File: src/rtl/conv1_sequencer_if.sv
// conv1_sequencer_if: bundles every non-clock/reset signal of the conv1 sequencer.
//   master : sequencer side (drives strobes, addresses, datapath controls, status)
//   slave  : environment side (drives start/config, memory read data, datapath valid)
// Signals:
//   start, cfg_base_in, cfg_base_out       frame request and base addresses
//   busy, done, err                        frame status
//   wgt_rd_en/addr/data                    weight memory read port (data 1 cycle later)
//   if_rd_en/addr/data                     ifmap memory read port (data 1 cycle later)
//   dp_en, dp_ifmap, dp_filtr_0/1/2        datapath row and weight feed
//   dp_din_vald, dp_dout_vald              datapath frame-start / result-row valid
//   of_wr_en, of_wr_addr                   ofmap write port
interface conv1_sequencer_if #(
    parameter int unsigned ADDR_W = 10
);
    logic              start;
    logic [ADDR_W-1:0] cfg_base_in;
    logic [ADDR_W-1:0] cfg_base_out;
    logic              busy;
    logic              done;
    logic              err;
    logic              wgt_rd_en;
    logic [1:0]        wgt_rd_addr;
    logic [47:0]       wgt_rd_data;
    logic              if_rd_en;
    logic [ADDR_W-1:0] if_rd_addr;
    logic [207:0]      if_rd_data;
    logic              dp_en;
    logic [207:0]      dp_ifmap;
    logic [47:0]       dp_filtr_0;
    logic [47:0]       dp_filtr_1;
    logic [47:0]       dp_filtr_2;
    logic              dp_din_vald;
    logic              dp_dout_vald;
    logic              of_wr_en;
    logic [ADDR_W-1:0] of_wr_addr;

    modport master (
        input  start, cfg_base_in, cfg_base_out, wgt_rd_data, if_rd_data, dp_dout_vald,
        output busy, done, err, wgt_rd_en, wgt_rd_addr, if_rd_en, if_rd_addr,
               dp_en, dp_ifmap, dp_filtr_0, dp_filtr_1, dp_filtr_2, dp_din_vald,
               of_wr_en, of_wr_addr
    );

    modport slave (
        output start, cfg_base_in, cfg_base_out, wgt_rd_data, if_rd_data, dp_dout_vald,
        input  busy, done, err, wgt_rd_en, wgt_rd_addr, if_rd_en, if_rd_addr,
               dp_en, dp_ifmap, dp_filtr_0, dp_filtr_1, dp_filtr_2, dp_din_vald,
               of_wr_en, of_wr_addr
    );
endinterface

File: src/rtl/conv1_sequencer.sv
// conv1_sequencer: per-frame control for a 3x3 conv layer.
//   Loads three weight words, streams ROWS_IN ifmap rows into the datapath, and writes up to
//   ROWS_OUT result rows to the ofmap, aborting with a sticky err if results stall for TIMEOUT
//   cycles after the last row was read.
// Ports:
//   clk  - clock, rising edge
//   rst  - asynchronous active-high reset
//   bus  - conv1_sequencer_if.master (control, memory ports, datapath feed, status)
module conv1_sequencer #(
    parameter int unsigned ADDR_W   = 10,
    parameter int unsigned ROWS_IN  = 26,
    parameter int unsigned ROWS_OUT = 24,
    parameter int unsigned TIMEOUT  = 64
) (
    input logic               clk,
    input logic               rst,
    conv1_sequencer_if.master bus
);
    localparam int unsigned RD_W = $clog2(ROWS_IN + 1);
    localparam int unsigned WR_W = $clog2(ROWS_OUT + 1);
    localparam int unsigned DR_W = $clog2(TIMEOUT + 1);

    localparam logic [RD_W-1:0] RD_LAST = RD_W'(ROWS_IN - 1);
    localparam logic [WR_W-1:0] WR_FULL = WR_W'(ROWS_OUT);
    localparam logic [DR_W-1:0] DR_LAST = DR_W'(TIMEOUT - 1);

    typedef enum logic [2:0] {StIdle, StLoadW, StStream, StDrain, StDone} state_e;

    state_e            state_q;
    logic [ADDR_W-1:0] base_in_q;
    logic [ADDR_W-1:0] base_out_q;
    logic              busy_q;
    logic              done_q;
    logic              err_q;
    logic              wgt_rd_en_q;
    logic [1:0]        wgt_rd_addr_q;
    logic              wgt_vld_q;
    logic [1:0]        wgt_addr_q;
    logic              if_rd_en_q;
    logic [ADDR_W-1:0] if_rd_addr_q;
    logic              dp_en_q;
    logic              dp_din_vald_q;
    logic [47:0]       filtr_0_q;
    logic [47:0]       filtr_1_q;
    logic [47:0]       filtr_2_q;
    logic [RD_W-1:0]   rd_cnt_q;
    logic [WR_W-1:0]   wr_cnt_q;
    logic [DR_W-1:0]   drain_cnt_q;

    logic            wr_fire;
    logic            accept;
    logic [WR_W-1:0] wr_cnt_nxt;

    always_comb begin
        wr_fire    = bus.dp_dout_vald && (state_q == StStream || state_q == StDrain) &&
                     (wr_cnt_q < WR_FULL);
        wr_cnt_nxt = wr_cnt_q + WR_W'(wr_fire);
        // A held start is also taken in DONE so back-to-back frames abut with no idle gap.
        accept     = bus.start && (state_q == StIdle || state_q == StDone);
    end

    always_ff @(posedge clk or posedge rst) begin
        if (rst) begin
            state_q       <= StIdle;
            base_in_q     <= '0;
            base_out_q    <= '0;
            busy_q        <= 1'b0;
            done_q        <= 1'b0;
            err_q         <= 1'b0;
            wgt_rd_en_q   <= 1'b0;
            wgt_rd_addr_q <= '0;
            wgt_vld_q     <= 1'b0;
            wgt_addr_q    <= '0;
            if_rd_en_q    <= 1'b0;
            if_rd_addr_q  <= '0;
            dp_en_q       <= 1'b0;
            dp_din_vald_q <= 1'b0;
            filtr_0_q     <= '0;
            filtr_1_q     <= '0;
            filtr_2_q     <= '0;
            rd_cnt_q      <= '0;
            wr_cnt_q      <= '0;
            drain_cnt_q   <= '0;
        end else begin
            // Weight data returns one cycle after its strobe; track which word is arriving.
            wgt_vld_q  <= wgt_rd_en_q;
            wgt_addr_q <= wgt_rd_addr_q;
            if (wgt_vld_q) begin
                case (wgt_addr_q)
                    2'd0:    filtr_0_q <= bus.wgt_rd_data;
                    2'd1:    filtr_1_q <= bus.wgt_rd_data;
                    default: filtr_2_q <= bus.wgt_rd_data;
                endcase
            end

            // Row data is valid the cycle after the read, so dp_en is the delayed read strobe.
            dp_en_q       <= if_rd_en_q;
            dp_din_vald_q <= 1'b0;
            done_q        <= 1'b0;
            if (wr_fire) begin
                wr_cnt_q <= wr_cnt_nxt;
            end

            case (state_q)
                StIdle: ;
                StLoadW: begin
                    if (wgt_rd_addr_q == 2'd2) begin
                        wgt_rd_en_q   <= 1'b0;
                        wgt_rd_addr_q <= '0;
                        if_rd_en_q    <= 1'b1;
                        if_rd_addr_q  <= base_in_q;
                        rd_cnt_q      <= '0;
                        state_q       <= StStream;
                    end else begin
                        wgt_rd_addr_q <= wgt_rd_addr_q + 2'd1;
                    end
                end
                StStream: begin
                    // Row 0 reaches the datapath next cycle, together with dp_en.
                    dp_din_vald_q <= (rd_cnt_q == '0);
                    rd_cnt_q      <= rd_cnt_q + 1'b1;
                    if (rd_cnt_q == RD_LAST) begin
                        if_rd_en_q  <= 1'b0;
                        drain_cnt_q <= '0;
                        state_q     <= StDrain;
                    end else begin
                        if_rd_addr_q <= if_rd_addr_q + 1'b1;
                    end
                end
                StDrain: begin
                    drain_cnt_q <= drain_cnt_q + 1'b1;
                    // A completing write wins over a timeout landing in the same cycle.
                    if (wr_cnt_nxt == WR_FULL) begin
                        busy_q  <= 1'b0;
                        done_q  <= 1'b1;
                        state_q <= StDone;
                    end else if (drain_cnt_q == DR_LAST) begin
                        busy_q  <= 1'b0;
                        done_q  <= 1'b1;
                        err_q   <= 1'b1;
                        state_q <= StDone;
                    end
                end
                StDone: begin
                    state_q <= StIdle;
                end
                default: begin
                    state_q <= StIdle;
                end
            endcase

            if (accept) begin
                base_in_q     <= bus.cfg_base_in;
                base_out_q    <= bus.cfg_base_out;
                err_q         <= 1'b0;
                busy_q        <= 1'b1;
                rd_cnt_q      <= '0;
                wr_cnt_q      <= '0;
                drain_cnt_q   <= '0;
                wgt_rd_en_q   <= 1'b1;
                wgt_rd_addr_q <= '0;
                state_q       <= StLoadW;
            end
        end
    end

    assign bus.busy        = busy_q;
    assign bus.done        = done_q;
    assign bus.err         = err_q;
    assign bus.wgt_rd_en   = wgt_rd_en_q;
    assign bus.wgt_rd_addr = wgt_rd_addr_q;
    assign bus.if_rd_en    = if_rd_en_q;
    assign bus.if_rd_addr  = if_rd_addr_q;
    assign bus.dp_en       = dp_en_q;
    assign bus.dp_ifmap    = bus.if_rd_data;
    assign bus.dp_filtr_0  = filtr_0_q;
    assign bus.dp_filtr_1  = filtr_1_q;
    assign bus.dp_filtr_2  = filtr_2_q;
    assign bus.dp_din_vald = dp_din_vald_q;
    assign bus.of_wr_en    = wr_fire;
    assign bus.of_wr_addr  = base_out_q + ADDR_W'(wr_cnt_q);

endmodule

File: src/flat_wrapper.sv
// flat-port wrapper written by rule: the top's interface ports become plain ports
module conv1_sequencer_flat 
#(
    parameter int unsigned ADDR_W   = 10,
    parameter int unsigned ROWS_IN  = 26,
    parameter int unsigned ROWS_OUT = 24,
    parameter int unsigned TIMEOUT  = 64
)
  (clk, rst, bus_start, bus_cfg_base_in, bus_cfg_base_out, bus_wgt_rd_data, bus_if_rd_data, bus_dp_dout_vald, bus_busy, bus_done, bus_err, bus_wgt_rd_en, bus_wgt_rd_addr, bus_if_rd_en, bus_if_rd_addr, bus_dp_en, bus_dp_ifmap, bus_dp_filtr_0, bus_dp_filtr_1, bus_dp_filtr_2, bus_dp_din_vald, bus_of_wr_en, bus_of_wr_addr);
  conv1_sequencer_if #(.ADDR_W(ADDR_W)) bus_i ();
  input logic clk;
  input logic rst;
  input wire logic [$bits(bus_i.start)-1:0] bus_start;
  input wire logic [$bits(bus_i.cfg_base_in)-1:0] bus_cfg_base_in;
  input wire logic [$bits(bus_i.cfg_base_out)-1:0] bus_cfg_base_out;
  input wire logic [$bits(bus_i.wgt_rd_data)-1:0] bus_wgt_rd_data;
  input wire logic [$bits(bus_i.if_rd_data)-1:0] bus_if_rd_data;
  input wire logic [$bits(bus_i.dp_dout_vald)-1:0] bus_dp_dout_vald;
  output wire logic [$bits(bus_i.busy)-1:0] bus_busy;
  output wire logic [$bits(bus_i.done)-1:0] bus_done;
  output wire logic [$bits(bus_i.err)-1:0] bus_err;
  output wire logic [$bits(bus_i.wgt_rd_en)-1:0] bus_wgt_rd_en;
  output wire logic [$bits(bus_i.wgt_rd_addr)-1:0] bus_wgt_rd_addr;
  output wire logic [$bits(bus_i.if_rd_en)-1:0] bus_if_rd_en;
  output wire logic [$bits(bus_i.if_rd_addr)-1:0] bus_if_rd_addr;
  output wire logic [$bits(bus_i.dp_en)-1:0] bus_dp_en;
  output wire logic [$bits(bus_i.dp_ifmap)-1:0] bus_dp_ifmap;
  output wire logic [$bits(bus_i.dp_filtr_0)-1:0] bus_dp_filtr_0;
  output wire logic [$bits(bus_i.dp_filtr_1)-1:0] bus_dp_filtr_1;
  output wire logic [$bits(bus_i.dp_filtr_2)-1:0] bus_dp_filtr_2;
  output wire logic [$bits(bus_i.dp_din_vald)-1:0] bus_dp_din_vald;
  output wire logic [$bits(bus_i.of_wr_en)-1:0] bus_of_wr_en;
  output wire logic [$bits(bus_i.of_wr_addr)-1:0] bus_of_wr_addr;
  assign bus_i.start = bus_start;
  assign bus_i.cfg_base_in = bus_cfg_base_in;
  assign bus_i.cfg_base_out = bus_cfg_base_out;
  assign bus_i.wgt_rd_data = bus_wgt_rd_data;
  assign bus_i.if_rd_data = bus_if_rd_data;
  assign bus_i.dp_dout_vald = bus_dp_dout_vald;
  assign bus_busy = bus_i.busy;
  assign bus_done = bus_i.done;
  assign bus_err = bus_i.err;
  assign bus_wgt_rd_en = bus_i.wgt_rd_en;
  assign bus_wgt_rd_addr = bus_i.wgt_rd_addr;
  assign bus_if_rd_en = bus_i.if_rd_en;
  assign bus_if_rd_addr = bus_i.if_rd_addr;
  assign bus_dp_en = bus_i.dp_en;
  assign bus_dp_ifmap = bus_i.dp_ifmap;
  assign bus_dp_filtr_0 = bus_i.dp_filtr_0;
  assign bus_dp_filtr_1 = bus_i.dp_filtr_1;
  assign bus_dp_filtr_2 = bus_i.dp_filtr_2;
  assign bus_dp_din_vald = bus_i.dp_din_vald;
  assign bus_of_wr_en = bus_i.of_wr_en;
  assign bus_of_wr_addr = bus_i.of_wr_addr;
  conv1_sequencer #(.ADDR_W(ADDR_W), .ROWS_IN(ROWS_IN), .ROWS_OUT(ROWS_OUT), .TIMEOUT(TIMEOUT)) u_core (.clk(clk), .rst(rst), .bus(bus_i));
endmodule
File: config.mk
export PLATFORM = sky130hd
export DESIGN_NAME = conv1_sequencer_flat
export DESIGN_NICKNAME = d
export VERILOG_FILES = /design/src/rtl/conv1_sequencer_if.sv /design/src/rtl/conv1_sequencer.sv /design/src/flat_wrapper.sv
export SDC_FILE = /design/constraint.sdc
export NUM_CORES = 1
export LEC_CHECK = 0
export CORE_AREA = 4 4 255 257
export DETAILED_ROUTE_END_ITERATION = 16
export DIE_AREA = 0 0 259 261
export PLACE_DENSITY_LB_ADDON = 0.12
export SYNTH_ARGS = -nofsm -noshare
export SYNTH_HDL_FRONTEND = slang
export SYNTH_SLANG_ARGS = --single-unit
File: constraint.sdc
create_clock -name clk -period 8.9 [get_ports clk]
set_input_delay 1.78 -clock clk [delete_from_list [all_inputs] [get_ports clk]]
set_output_delay 1.78 -clock clk [all_outputs]
set_load 0.01 [all_outputs]
# Word level (Yosys, flattened, before mapping)
# Index checks and enable logic that the tools add are counted.
[totals] regBits=206 latchBits=0 ram_bits=0 mem_bits_ro=0 in_bits=280 out_inout_bits=382 wordCells=112 n_memories=0
[classes] add_sub_neg=6 mul=0 n_div=0 order_cmp=1 n_eq_ne=17 shifts=0 muxes=38 n_bitwise=1 n_reduce_logical=29
[ops] op="two-way mux 10 bit" n=2
[ops] op="two-way mux 5 bit" n=4
[ops] op="case mux 10 bit (2 select lines)" n=1
[ops] op="two-way mux 1 bit" n=17
[ops] op="two-way mux 3 bit" n=5
[ops] op="two-way mux 7 bit" n=2
[ops] op="case mux 7 bit (2 select lines)" n=1
[ops] op="AND reduction 2 bit" n=7
[ops] op="case mux 3 bit (4 select lines)" n=1
[ops] op="nonzero test 2 bit" n=6
[ops] op="adder 10 x 1 -> 10 bit, second input constant" n=1
[ops] op="adder 10 x 5 -> 10 bit" n=1
[ops] op="equality test 5 bit, second input constant" n=2
[ops] op="case mux 5 bit (2 select lines)" n=1
[ops] op="AND reduction 3 bit" n=3
[ops] op="nonzero test 3 bit" n=3
[ops] op="adder 7 x 1 -> 7 bit, second input constant" n=1
[ops] op="equality test 7 x 6 -> 1 bit, second input constant" n=1
[ops] op="equality test 3 x 2 -> 1 bit, second input constant" n=2
[ops] op="two-way mux 2 bit" n=3
[ops] op="!= test 2 x 1 -> 1 bit, second input constant" n=3
[ops] op="adder 5 x 1 -> 5 bit" n=1
[ops] op="adder 5 x 1 -> 5 bit, second input constant" n=1
[ops] op="logical NOT 5 bit" n=1
[ops] op="18 further kinds" n=22

# Longest topological paths before layout
# Gate-level depths: netlist (run 1).
[depth] depth_word=9 ltp_mapped=10 ltp_nobuf=8

# Worst setup path after synthesis (run 1)
# No wires, ideal clock.
[synth_path] path_type="input to output" start="input bus_dp_dout_vald" end="output bus_of_wr_en" arrival_ps=2096 path_slack_ps=5024 cell_stages=2 cell_sequence="and3_1 -> buf_2"
[synth_between] elab_chain_cells=2
[synth_lines] element="start, declared" line_no="flat_wrapper.sv:18" rtl="input wire logic [$bits(bus_i.dp_dout_vald)-1:0] bus_dp_dout_vald;"
[synth_lines] element="logical AND 1 bit (2 in series)" line_no="conv1_sequencer.sv:55" rtl="wr_fire = bus.dp_dout_vald && (state_q == StStream || state_q == StDrain) &&"
[synth_lines] element="end, declared" line_no="flat_wrapper.sv:32" rtl="output wire logic [$bits(bus_i.of_wr_en)-1:0] bus_of_wr_en;"
# No other way between the ends.

# Worst setup path in the final report (run 1)
# Same ends and word-level chain as after synthesis.

==> flow_summary.json, run 1 <==
{
  "grt_overflow": 0,
  "netlist_instances": 862,
  "cts_max_level": 1,
  "cp_common_cell": "clkdlybuf4s50_1",
  "vdd_drop_max_mv": 0.1057,
  "synth_area_um2": 10100,
  "max_freq_ghz": 0.1986,
  "synth_nets": 1155,
  "p_int_uw": 3185,
  "cts_resized": 0,
  "initial_core_util": 0.1610,
  "port_buffers": 245,
  "comb_power_share": 0.427,
  "whs_ps": 421.2,
  "drv_slew": 0,
  "hold_violations": 0,
  "final_cell_mix": "clkdlybuf4s50_1 (245), dfrtp_1 (206), mux2_2 (146), nand2_1 (85), clkbuf_16 (29)",
  "p_clk_frac": 0.236,
  "die_area_um2": 67600,
  "cellLeakagePower_uw": 0.005252,
  "critPathRequiredTime_ps": 7120,
  "drt_first_pass_iters": 4,
  "cp_max_fo": 11,
  "antenna_found_initial": 1,
  "yosysUniqueCellTypes": 59,
  "vias_per_cell": 3.602,
  "die_h_um": 261,
  "crit_arrival_ps": 3250,
  "cts_sinks": 206,
  "grt_pass1_vias": 6805,
  "swShare": 0.3381,
  "start_kind": "input port",
  "nets": 1200,
  "async_flop_share": 1.000,
  "cp-end-kind": "output pin",
  "synth_enable_flop_cells": 0,
  "ys_seq_elements": 206,
  "drive_above_1_share": 0.2217,
  "grtUsageTotal": 0.09301,
  "grt_pass1_wl_mm": 47.98,
  "worst-setup-path-type": "in2out",
  "clock_path_buffers": 3,
  "seq_power_share": 0.337,
  "dieWidth_um": 259,
  "worst_pin_slew_ps": 1141,
  "path_clk_slew_ps": 60,
  "cts_made_buffers": 29,
  "final_common_cell": "clkdlybuf4s50_1",
  "powerDensity_nw_per_um2": 372.4,
  "ant_nets": 0,
  "relSlewSlack": 0.2346,
  "rsz0062_at_grt": "false",
  "clk_latency_ps": 560,
  "drc": 0,
  "timing.final.crit_period_ps": 5035,
  "status": "complete, no violations",
  "detail_route.wl_per_cell_um": 18.86,
  "seq_area_frac_synth": 0.5103,
  "hold_path_class": "reg2reg",
  "cts_tree": "done",
  "finClkSkew_ps": 15.19,
  "ys.flop_type": "dfrtp_1",
  "area_growth_pct": 27.93,
  "finalSetupViolations": 0,
  "drv_cap": 0,
  "totalWireLength_mm": 33.47,
  "drt_iter0_drc": 181,
  "num_vias": 6394,
  "crit_path_top_delay_cell": "clkdlybuf4s50_1",
  "routabilityCongestion": 0.7008,
  "crit_buf_inv": 2,
  "tns_ps": 0,
  "cts_root_buffer": "clkbuf_16",
  "n_antenna_cell": 0,
  "p_switching_uw": 1627,
  "cts_hold_buf": 0,
  "ys_warn_count": 0,
  "timing.final.crit_share": 0.5657,
  "critPathTopFamily": "buffers and inverters",
  "num_rows": 92,
  "crit_path_max_incr_delay_ps": 630,
  "grt_max_degree": 82,
  "dp_hpwl_mm": 23.30,
  "ios": 662,
  "core_area_um2": 62740,
  "postCtsSetupBuffers": 0,
  "avgSynthCellArea_um2": 11.72,
  "path_cells": "clkdlybuf4s50_1, and3_1, clkdlybuf4s50_1"
}
sequential cells by signal, summed over array words and instances, names as in the netlist:
| signal | flops |
|---|---|
| u_core.bus.dp_filtr_0 | 48 |
| u_core.bus.dp_din_vald | 1 |
| u_core.base_out_q | 10 |
| u_core.bus.dp_en | 1 |
| u_core.bus.busy | 1 |
| u_core.bus.if_rd_en | 1 |
| u_core.bus.done | 1 |
| u_core.wr_cnt_q | 5 |
| u_core.wgt_vld_q | 1 |
| u_core.bus.wgt_rd_addr | 2 |
| u_core.bus.dp_filtr_2 | 48 |
| u_core.bus.dp_filtr_1 | 48 |
| u_core.state_q | 3 |
| u_core.rd_cnt_q | 5 |
| u_core.bus.wgt_rd_en | 1 |
| u_core.drain_cnt_q | 7 |
| u_core.wgt_addr_q | 2 |
| u_core.bus.if_rd_addr | 10 |
| u_core.bus.err | 1 |
| u_core.base_in_q | 10 |
power groups by stage:
stage          combinational, uW  clock (uW)  sequential [uW]
2_1_floorplan                953           0             1740
5_1_grt                     2250        1230             1690
3_3_place_gp                2110           0             1640
6_report                    2050        1140             1620
3_5_place_dp                2110           0             1640
4_1_cts                     2120        1200             1630
routing by layer:
metal | wire length (um) | vias to the layer above | GRT usage
met5 | 37 | - | 0.003561
met4 | 542 | 4 | 0.02129
met3 | 4148 | 54 | 0.05193
met2 | 14460 | 366 | 0.1394
met1 | 14280 | 3129 | 0.1169
li1 | - | 2841 | -
final timing paths:
check	cells past startpoint	slack [ps]	start	end
max	3	3870	bus_dp_dout_vald	bus_of_wr_en
min	0	420	u_core.bus.wgt_rd_en	u_core.wgt_vld_q
max reg2reg	7	6100	u_core.state_q[2]	u_core.state_q[1]
min reg2reg	0	420	u_core.bus.wgt_rd_en	u_core.wgt_vld_q
max in group asynchronous	3	5780	rst	u_core.base_in_q[4]
min in group asynchronous	2	1700	rst	u_core.bus.dp_filtr_0[14]
layout make-up:
| class | count | area (um2) |
|---|---|---|
| clock inverter | 8 | 71.32 |
| sequential | 206 | 5155 |
| timing repair buffer | 252 | 2505 |
| inverter | 11 | 48.80 |
| multi-input combinational | 407 | 3229 |
| clock buffer | 45 | 855.8 |
| fill | 6773 | 49810 |
| tap | 846 | 1059 |
cells in the mapped netlist, drive strengths merged (3+ instances only):
| cell | count | area share |
|---|---|---|
| nor3b | 9 | 0.0067 |
| nand4 | 3 | 0.0019 |
| nor3 | 5 | 0.0025 |
| or3 | 3 | 0.0019 |
| a211o | 3 | 0.0026 |
| a22o | 3 | 0.0026 |
| nand2 | 86 | 0.032 |
| nor2b | 3 | 0.0019 |
| nor2 | 9 | 0.0033 |
| o21ai | 26 | 0.013 |
| a21oi | 21 | 0.010 |
| o2bb2a | 3 | 0.0030 |
| o31ai | 3 | 0.0022 |
| clkbuf | 24 | 0.0089 |
| nand3 | 10 | 0.0050 |
| o311ai | 3 | 0.0026 |
| and3 | 4 | 0.0025 |
| mux2i | 4 | 0.0040 |
| inv | 10 | 0.0037 |
| o22ai | 4 | 0.0031 |
| xnor2 | 5 | 0.0043 |
| dfrtp | 206 | 0.51 |
| buf | 214 | 0.16 |
| ha | 12 | 0.015 |
| o21a | 4 | 0.0030 |
| mux2 | 146 | 0.16 |
| nand2b | 3 | 0.0019 |
| a211oi | 3 | 0.0022 |
kinds of logic after synthesis:
group                      share of synthesized area
and+or+nand+nor                              0.07159
AOI/OAI and AO/OA                            0.05673
DFF                                           0.5103
muxes                                         0.1667
buffers and inverters                         0.1718
adders and majority gates                    0.01684
xor gates and xnor gates                    0.006069
through the flow:
step	power (uW)	cell area, um2	setup WS, ps	util	std cells
finish	4813	12920	3865	0.2060	1775
global route	5167	12920	3797	0.2060	1775
CTS	4954	12920	3854	0.2060	1775
detailed placement	3752	12000	3865	0.1912	1722
global placement	3751	12000	3871	0.1912	1722
floorplan	2691	10100	1496	-	862
Note: power is estimated with default switching activity, not from simulation.
==> inputs of run 2 (changes only) <==
==> constraint.sdc (replaced) <==
create_clock -name clk -period 4.11 [get_ports clk]
set_input_delay 0.822 -clock clk [delete_from_list [all_inputs] [get_ports clk]]
set_output_delay 0.822 -clock clk [all_outputs]
set_load 0.01 [all_outputs]
==> run 2 against run 1 <==
Compared with the run above:
- sequential power is 120% higher
- largest cell class unchanged
- routed wire length is 0.62% lower
- critical endpoint is now bus_of_wr_addr[8]
- flip-flop and latch count stayed put
- largest power group unchanged
- via count is 0.34% higher
- highest routed layer is now met4
- die area stayed put
- register-to-register slack worse by 4800 ps
- total power is 120% higher
- final cell count is 0.11% higher
- setup slack worse by 3400 ps
==> flow_summary.json, run 2 (same netlist as run 1, synthesis figures left out) <==
{
  "status": "complete, no violations",
  "grtUsageTotal": 0.09222,
  "finalSetupViolations": 0,
  "dp_hpwl_mm": 23.48,
  "min_path_cells": 0,
  "start_kind": "register",
  "worst-setup-path-type": "reg2out",
  "postCtsSetupBuffers": 0,
  "die_area_um2": 67600,
  "timing.reg2reg.setup_slack_ps": 1330,
  "worst_pin_slew_ps": 889.0,
  "dieWidth_um": 259,
  "cellLeakagePower_uw": 0.005247,
  "crit_arrival_ps": 2850,
  "die_h_um": 261,
  "cts_root_buffer": "clkbuf_16",
  "core_area_um2": 62740,
  "detail_route.wl_per_cell_um": 18.72,
  "drt_first_pass_iters": 4,
  "n_antenna_cell": 0,
  "clk_latency_ps": 560,
  "port_buffers": 245,
  "reg2regPathDepth": 8,
  "final_cell_mix": "clkdlybuf4s50_1 (245), dfrtp_1 (206), mux2_2 (146), nand2_1 (85), clkbuf_16 (29)",
  "num_rows": 92,
  "hold_violations": 0,
  "path_clk_slew_ps": 60,
  "powerDensity_nw_per_um2": 800.1,
  "totalWireLength_mm": 33.26,
  "final_common_cell": "clkdlybuf4s50_1",
  "drc": 0,
  "drt_iter0_drc": 165,
  "vdd_drop_max_mv": 0.3136,
  "critPathRequiredTime_ps": 3290,
  "worstReg2RegEnd": "u_core.state_q[1]",
  "rsz0062_at_grt": "false",
  "relSlewSlack": 0.4073,
  "grt_pass1_wl_mm": 47.77,
  "min-delay-start": "u_core.bus.wgt_rd_en",
  "timing.final.crit_share": 0.8940,
  "grt_max_degree": 76,
  "grt_overflow": 0,
  "clock_path_buffers": 3,
  "total_power_uw": 10350,
  "grt_pass1_vias": 6891,
  "hold_path_class": "reg2reg",
  "finClkSkew_ps": 11.21,
  "drv_slew": 0,
  "timing.final.crit_period_ps": 3674,
  "cp_max_fo": 3,
  "antenna_found_initial": 0,
  "initial_core_util": 0.1610,
  "ant_nets": 0,
  "cp-end-kind": "output pin",
  "nets": 1205,
  "reg2reg_from": "u_core.state_q[2]",
  "drv_cap": 0,
  "max_freq_ghz": 0.2722,
  "cts_tree": "done",
  "cts_made_buffers": 29,
  "tns_ps": 0,
  "hold-path-endpoint": "u_core.wgt_vld_q",
  "routabilityCongestion": 0.7024,
  "area_growth_pct": 28.03,
  "num_vias": 6416,
  "cts_sinks": 206,
  "cts_hold_buf": 0,
  "vias_per_cell": 3.611,
  "cts_max_level": 1,
  "drive_above_1_share": 0.2170,
  "cts_resized": 0,
  "ios": 662
}
-- run 2: changes by cell type in the layout (fill, tap and decap cells not counted), sizes merged --
| cell | before | now |
|---|---|---|
| clkinv | 6 | 2 |
| clkbuf | 45 | 47 |
| buf | 7 | 12 |
| inv | 11 | 10 |
-- run 2: worst max-delay path by stage --
stage                            start                  end  slack [ps]  cells after the start
floorplan                          rst  u_core.base_in_q[0]         620                      1
global placement      bus_dp_dout_vald    u_core.state_q[1]         940                      6
detailed placement    bus_dp_dout_vald    u_core.state_q[1]         900                      7
CTS                 u_core.wr_cnt_q[0]    bus_of_wr_addr[8]         360                      8
global route        u_core.wr_cnt_q[0]    bus_of_wr_addr[6]         220                      8
finish              u_core.wr_cnt_q[0]    bus_of_wr_addr[8]         440                      8
-- run 2: metrics by stage --
step           instance area (um2)  utilization  setup WS, ps  instances  hold WS [ps]
6_report                     12930       0.2062         435.7       1777         458.0
3_3_place_gp                 12060       0.1922         939.3       1727         451.3
3_5_place_dp                 12060       0.1922         895.6       1727         440.8
5_1_grt                      12930       0.2062         219.8       1777         481.4
2_1_floorplan                10110            -         615.7        862         429.2
4_1_cts                      12930       0.2062         360.3       1777         460.2
-- run 2: area by class of cell --
| class | count | area [um2] |
|---|---|---|
| Clock buffer | 47 | 823.3 |
| Tap cell | 846 | 1059 |
| Inverter | 11 | 45.04 |
| Timing Repair Buffer | 257 | 2567 |
| Multi-Input combinational cell | 407 | 3229 |
| Clock inverter | 3 | 55.05 |
| Sequential cell | 206 | 5155 |
| Fill cell | 6789 | 49800 |
-- run 2: power breakdown --
| group | switching (uW) | leakage, uW | internal [uW] |
|---|---|---|---|
| registers | 594 | 0.00249 | 2920 |
| logic | 1960 | 0.00234 | 2510 |
| clock network | 941 | 0.000424 | 1420 |
| total | 3490 | 0.00525 | 6850 |
-- run 2: routing by layer --
metal,part of all wire,global-route usage,vias up,routed length (um)
li1,-,-,2848,-
met1,0.43,0.1182,3163,14450
met2,0.44,0.1397,353,14720
met3,0.10,0.04439,52,3476
met4,0.019,0.02414,0,622
met5,0,0,-,0
-- run 2: worst max-delay path, cell delays in order (launching register included) --
cell and delay, ps:
dfrtp_1 380, ha_1 230, inv_1 70, fa_1 420, nor2b_1 160, o31a_1 180
o2111ai_1 130, xnor2_1 160, clkdlybuf4s50_1 560
==> inputs of run 3 (changes only) <==
==> constraint.sdc (replaced) <==
create_clock -name clk -period 4.11 [get_ports clk]
set_input_delay 0.822 -clock clk [delete_from_list [all_inputs] [get_ports clk]]
set_output_delay 0.822 -clock clk [all_outputs]
set_load 0.005 [all_outputs]
==> run 3 against run 2 <==
Compared with the run above:
- sequential share of layout area shrank 0.26 points
- first-iteration DRC count grew 49%
- total power shrank 1.4%
- fmax grew 1.3%
- setup slack gained 46 ps
- routed wire length shrank 0.17%
- largest cell class unchanged
- critical path depth is the same
- count of clock-buffer cells in the layout shrank 1
- final area grew 0.66%
- register-to-register slack lost 30 ps
- highest routed layer unchanged
- die area is the same
- non-clock buffer count is the same
==> flow_summary.json, run 3 (same netlist as run 1, synthesis figures left out) <==
{
  "vdd_drop_max_mv": 0.2830,
  "crit_arrival_ps": 2810,
  "ios": 662,
  "nets": 1204,
  "final_common_cell": "clkdlybuf4s50_1",
  "port_buffers": 245,
  "hold-path-endpoint": "u_core.wgt_vld_q",
  "n_antenna_cell": 0,
  "cts_made_buffers": 28,
  "drv_slew": 0,
  "hold_path_class": "reg2reg",
  "cp-end-kind": "output pin",
  "timing.final.crit_share": 0.8827,
  "register_area_um2": 5155,
  "path_clk_slew_ps": 60,
  "cts_max_level": 1,
  "min_path_cells": 0,
  "hold_violations": 0,
  "grt_pass1_wl_mm": 48.02,
  "grt_pass1_vias": 6873,
  "cts_tree": "done",
  "num_rows": 92,
  "worst-setup-path-type": "reg2out",
  "multi_input_area_um2": 3229,
  "comb_power_share": 0.406,
  "vias_per_cell": 3.570,
  "antenna_found_initial": 0,
  "clk_latency_ps": 560,
  "start_kind": "register",
  "critPathRequiredTime_ps": 3290,
  "nFillCells": 6777,
  "grt_overflow": 0,
  "ant_nets": 0,
  "timing.reg2reg.setup_slack_ps": 1300,
  "seq_power_share": 0.344,
  "p_switching_uw": 3194,
  "final_cell_mix": "clkdlybuf4s50_1 (245), dfrtp_1 (206), mux2_2 (146), nand2_1 (85), clkbuf_16 (29)",
  "cts_sinks": 206,
  "pre_cts_ws_ps": 898.2,
  "totalWireLength_mm": 33.21,
  "fin_area_um2": 13020,
  "reg2regPathDepth": 8,
  "timing.final.crit_period_ps": 3628,
  "worstReg2RegEnd": "u_core.state_q[1]",
  "cts_resized": 0,
  "cellLeakagePower_uw": 0.005296,
  "reg2reg_from": "u_core.state_q[2]",
  "finalSetupViolations": 0,
  "dp_hpwl_mm": 23.13,
  "cts_hold_buf": 0,
  "powerDensity_nw_per_um2": 783.6,
  "die_area_um2": 67600,
  "cp_max_fo": 3,
  "worst_pin_slew_ps": 889.5,
  "cts_root_buffer": "clkbuf_16",
  "place_area_um2": 12060,
  "p_clk_frac": 0.250,
  "finClkSkew_ps": 15.38,
  "initial_core_util": 0.1610,
  "routabilityCongestion": 0.6951,
  "setup_ws_ps": 482.1,
  "drt_first_pass_iters": 4,
  "drive_above_1_share": 0.2256,
  "die_h_um": 261,
  "num_vias": 6344,
  "detail_route.wl_per_cell_um": 18.69,
  "core_area_um2": 62740,
  "swShare": 0.3131,
  "relSlewSlack": 0.4070,
  "min-delay-start": "u_core.bus.wgt_rd_en",
  "tns_ps": 0,
  "drv_cap": 0,
  "max_freq_ghz": 0.2756,
  "area_growth_pct": 28.87,
  "grtUsageTotal": 0.09223,
  "dieWidth_um": 259,
  "drt_iter0_drc": 246,
  "drc": 0,
  "p_int_uw": 7007,
  "clock_path_buffers": 3,
  "rsz0062_at_grt": "false",
  "postCtsSetupBuffers": 0,
  "grt_max_degree": 72,
  "status": "complete, no violations"
}
run 3: critical path: stages, from the launching register on:
cell             delay, ps
dfrtp_1                380
ha_1                   220
inv_1                   70
fa_1                   410
nor2b_1                160
o31a_1                 180
o2111ai_1              130
xnor2_1                190
clkdlybuf4s50_1        530
run 3: per-layer routing:
layer / global-route usage / routed length [um] / up-vias
li1: - / - / 2845
met1: 0.1190 / 14540 / 3080
met2: 0.1380 / 14410 / 358
met3: 0.04526 / 3594 / 61
met4: 0.02429 / 663 / 0
met5: 0 / 0 / -
run 3: per-stage QoR:
stage / std cells / util / hold slack, ps / power, uW
after floorplan: 862 / - / 389.9 / 5472
after detailed placement: 1727 / 0.1922 / 453.8 / 7839
after CTS: 1777 / 0.2075 / 465.1 / 10520
after global routing: 1777 / 0.2075 / 481.2 / 10970
after global placement: 1727 / 0.1922 / 449.5 / 7833
final: 1777 / 0.2075 / 459.9 / 10200
run 3: area by class of cell:
type,count,area share
repair buffers,257,0.1972
multi-input cells,407,0.2481
clock buffers,46,0.06833
clock inverters,4,0.005670
well taps,846,0.08131
inverters,11,0.003460
flip-flops and latches,206,0.3960
run 3: power by group through the flow:
stage          sequential [uW]  combinational, uW  clock [uW]
2_1_floorplan             3490               1980           0
3_3_place_gp              3550               4280           0
3_5_place_dp              3560               4280           0
4_1_cts                   3530               4300        2690
5_1_grt                   3640               4550        2770
6_report                  3510               4150        2550
run 3: how the worst max path moves through the flow:
stage,startpoint,end,slack [ps],cells after the start
2_1_floorplan,rst,u_core.base_in_q[0],620,1
3_3_place_gp,bus_dp_dout_vald,u_core.state_q[1],930,7
3_5_place_dp,bus_dp_dout_vald,u_core.state_q[1],900,7
4_1_cts,u_core.wr_cnt_q[0],bus_of_wr_addr[8],420,8
5_1_grt,u_core.wr_cnt_q[0],bus_of_wr_addr[6],300,8
6_report,u_core.wr_cnt_q[0],bus_of_wr_addr[8],480,8
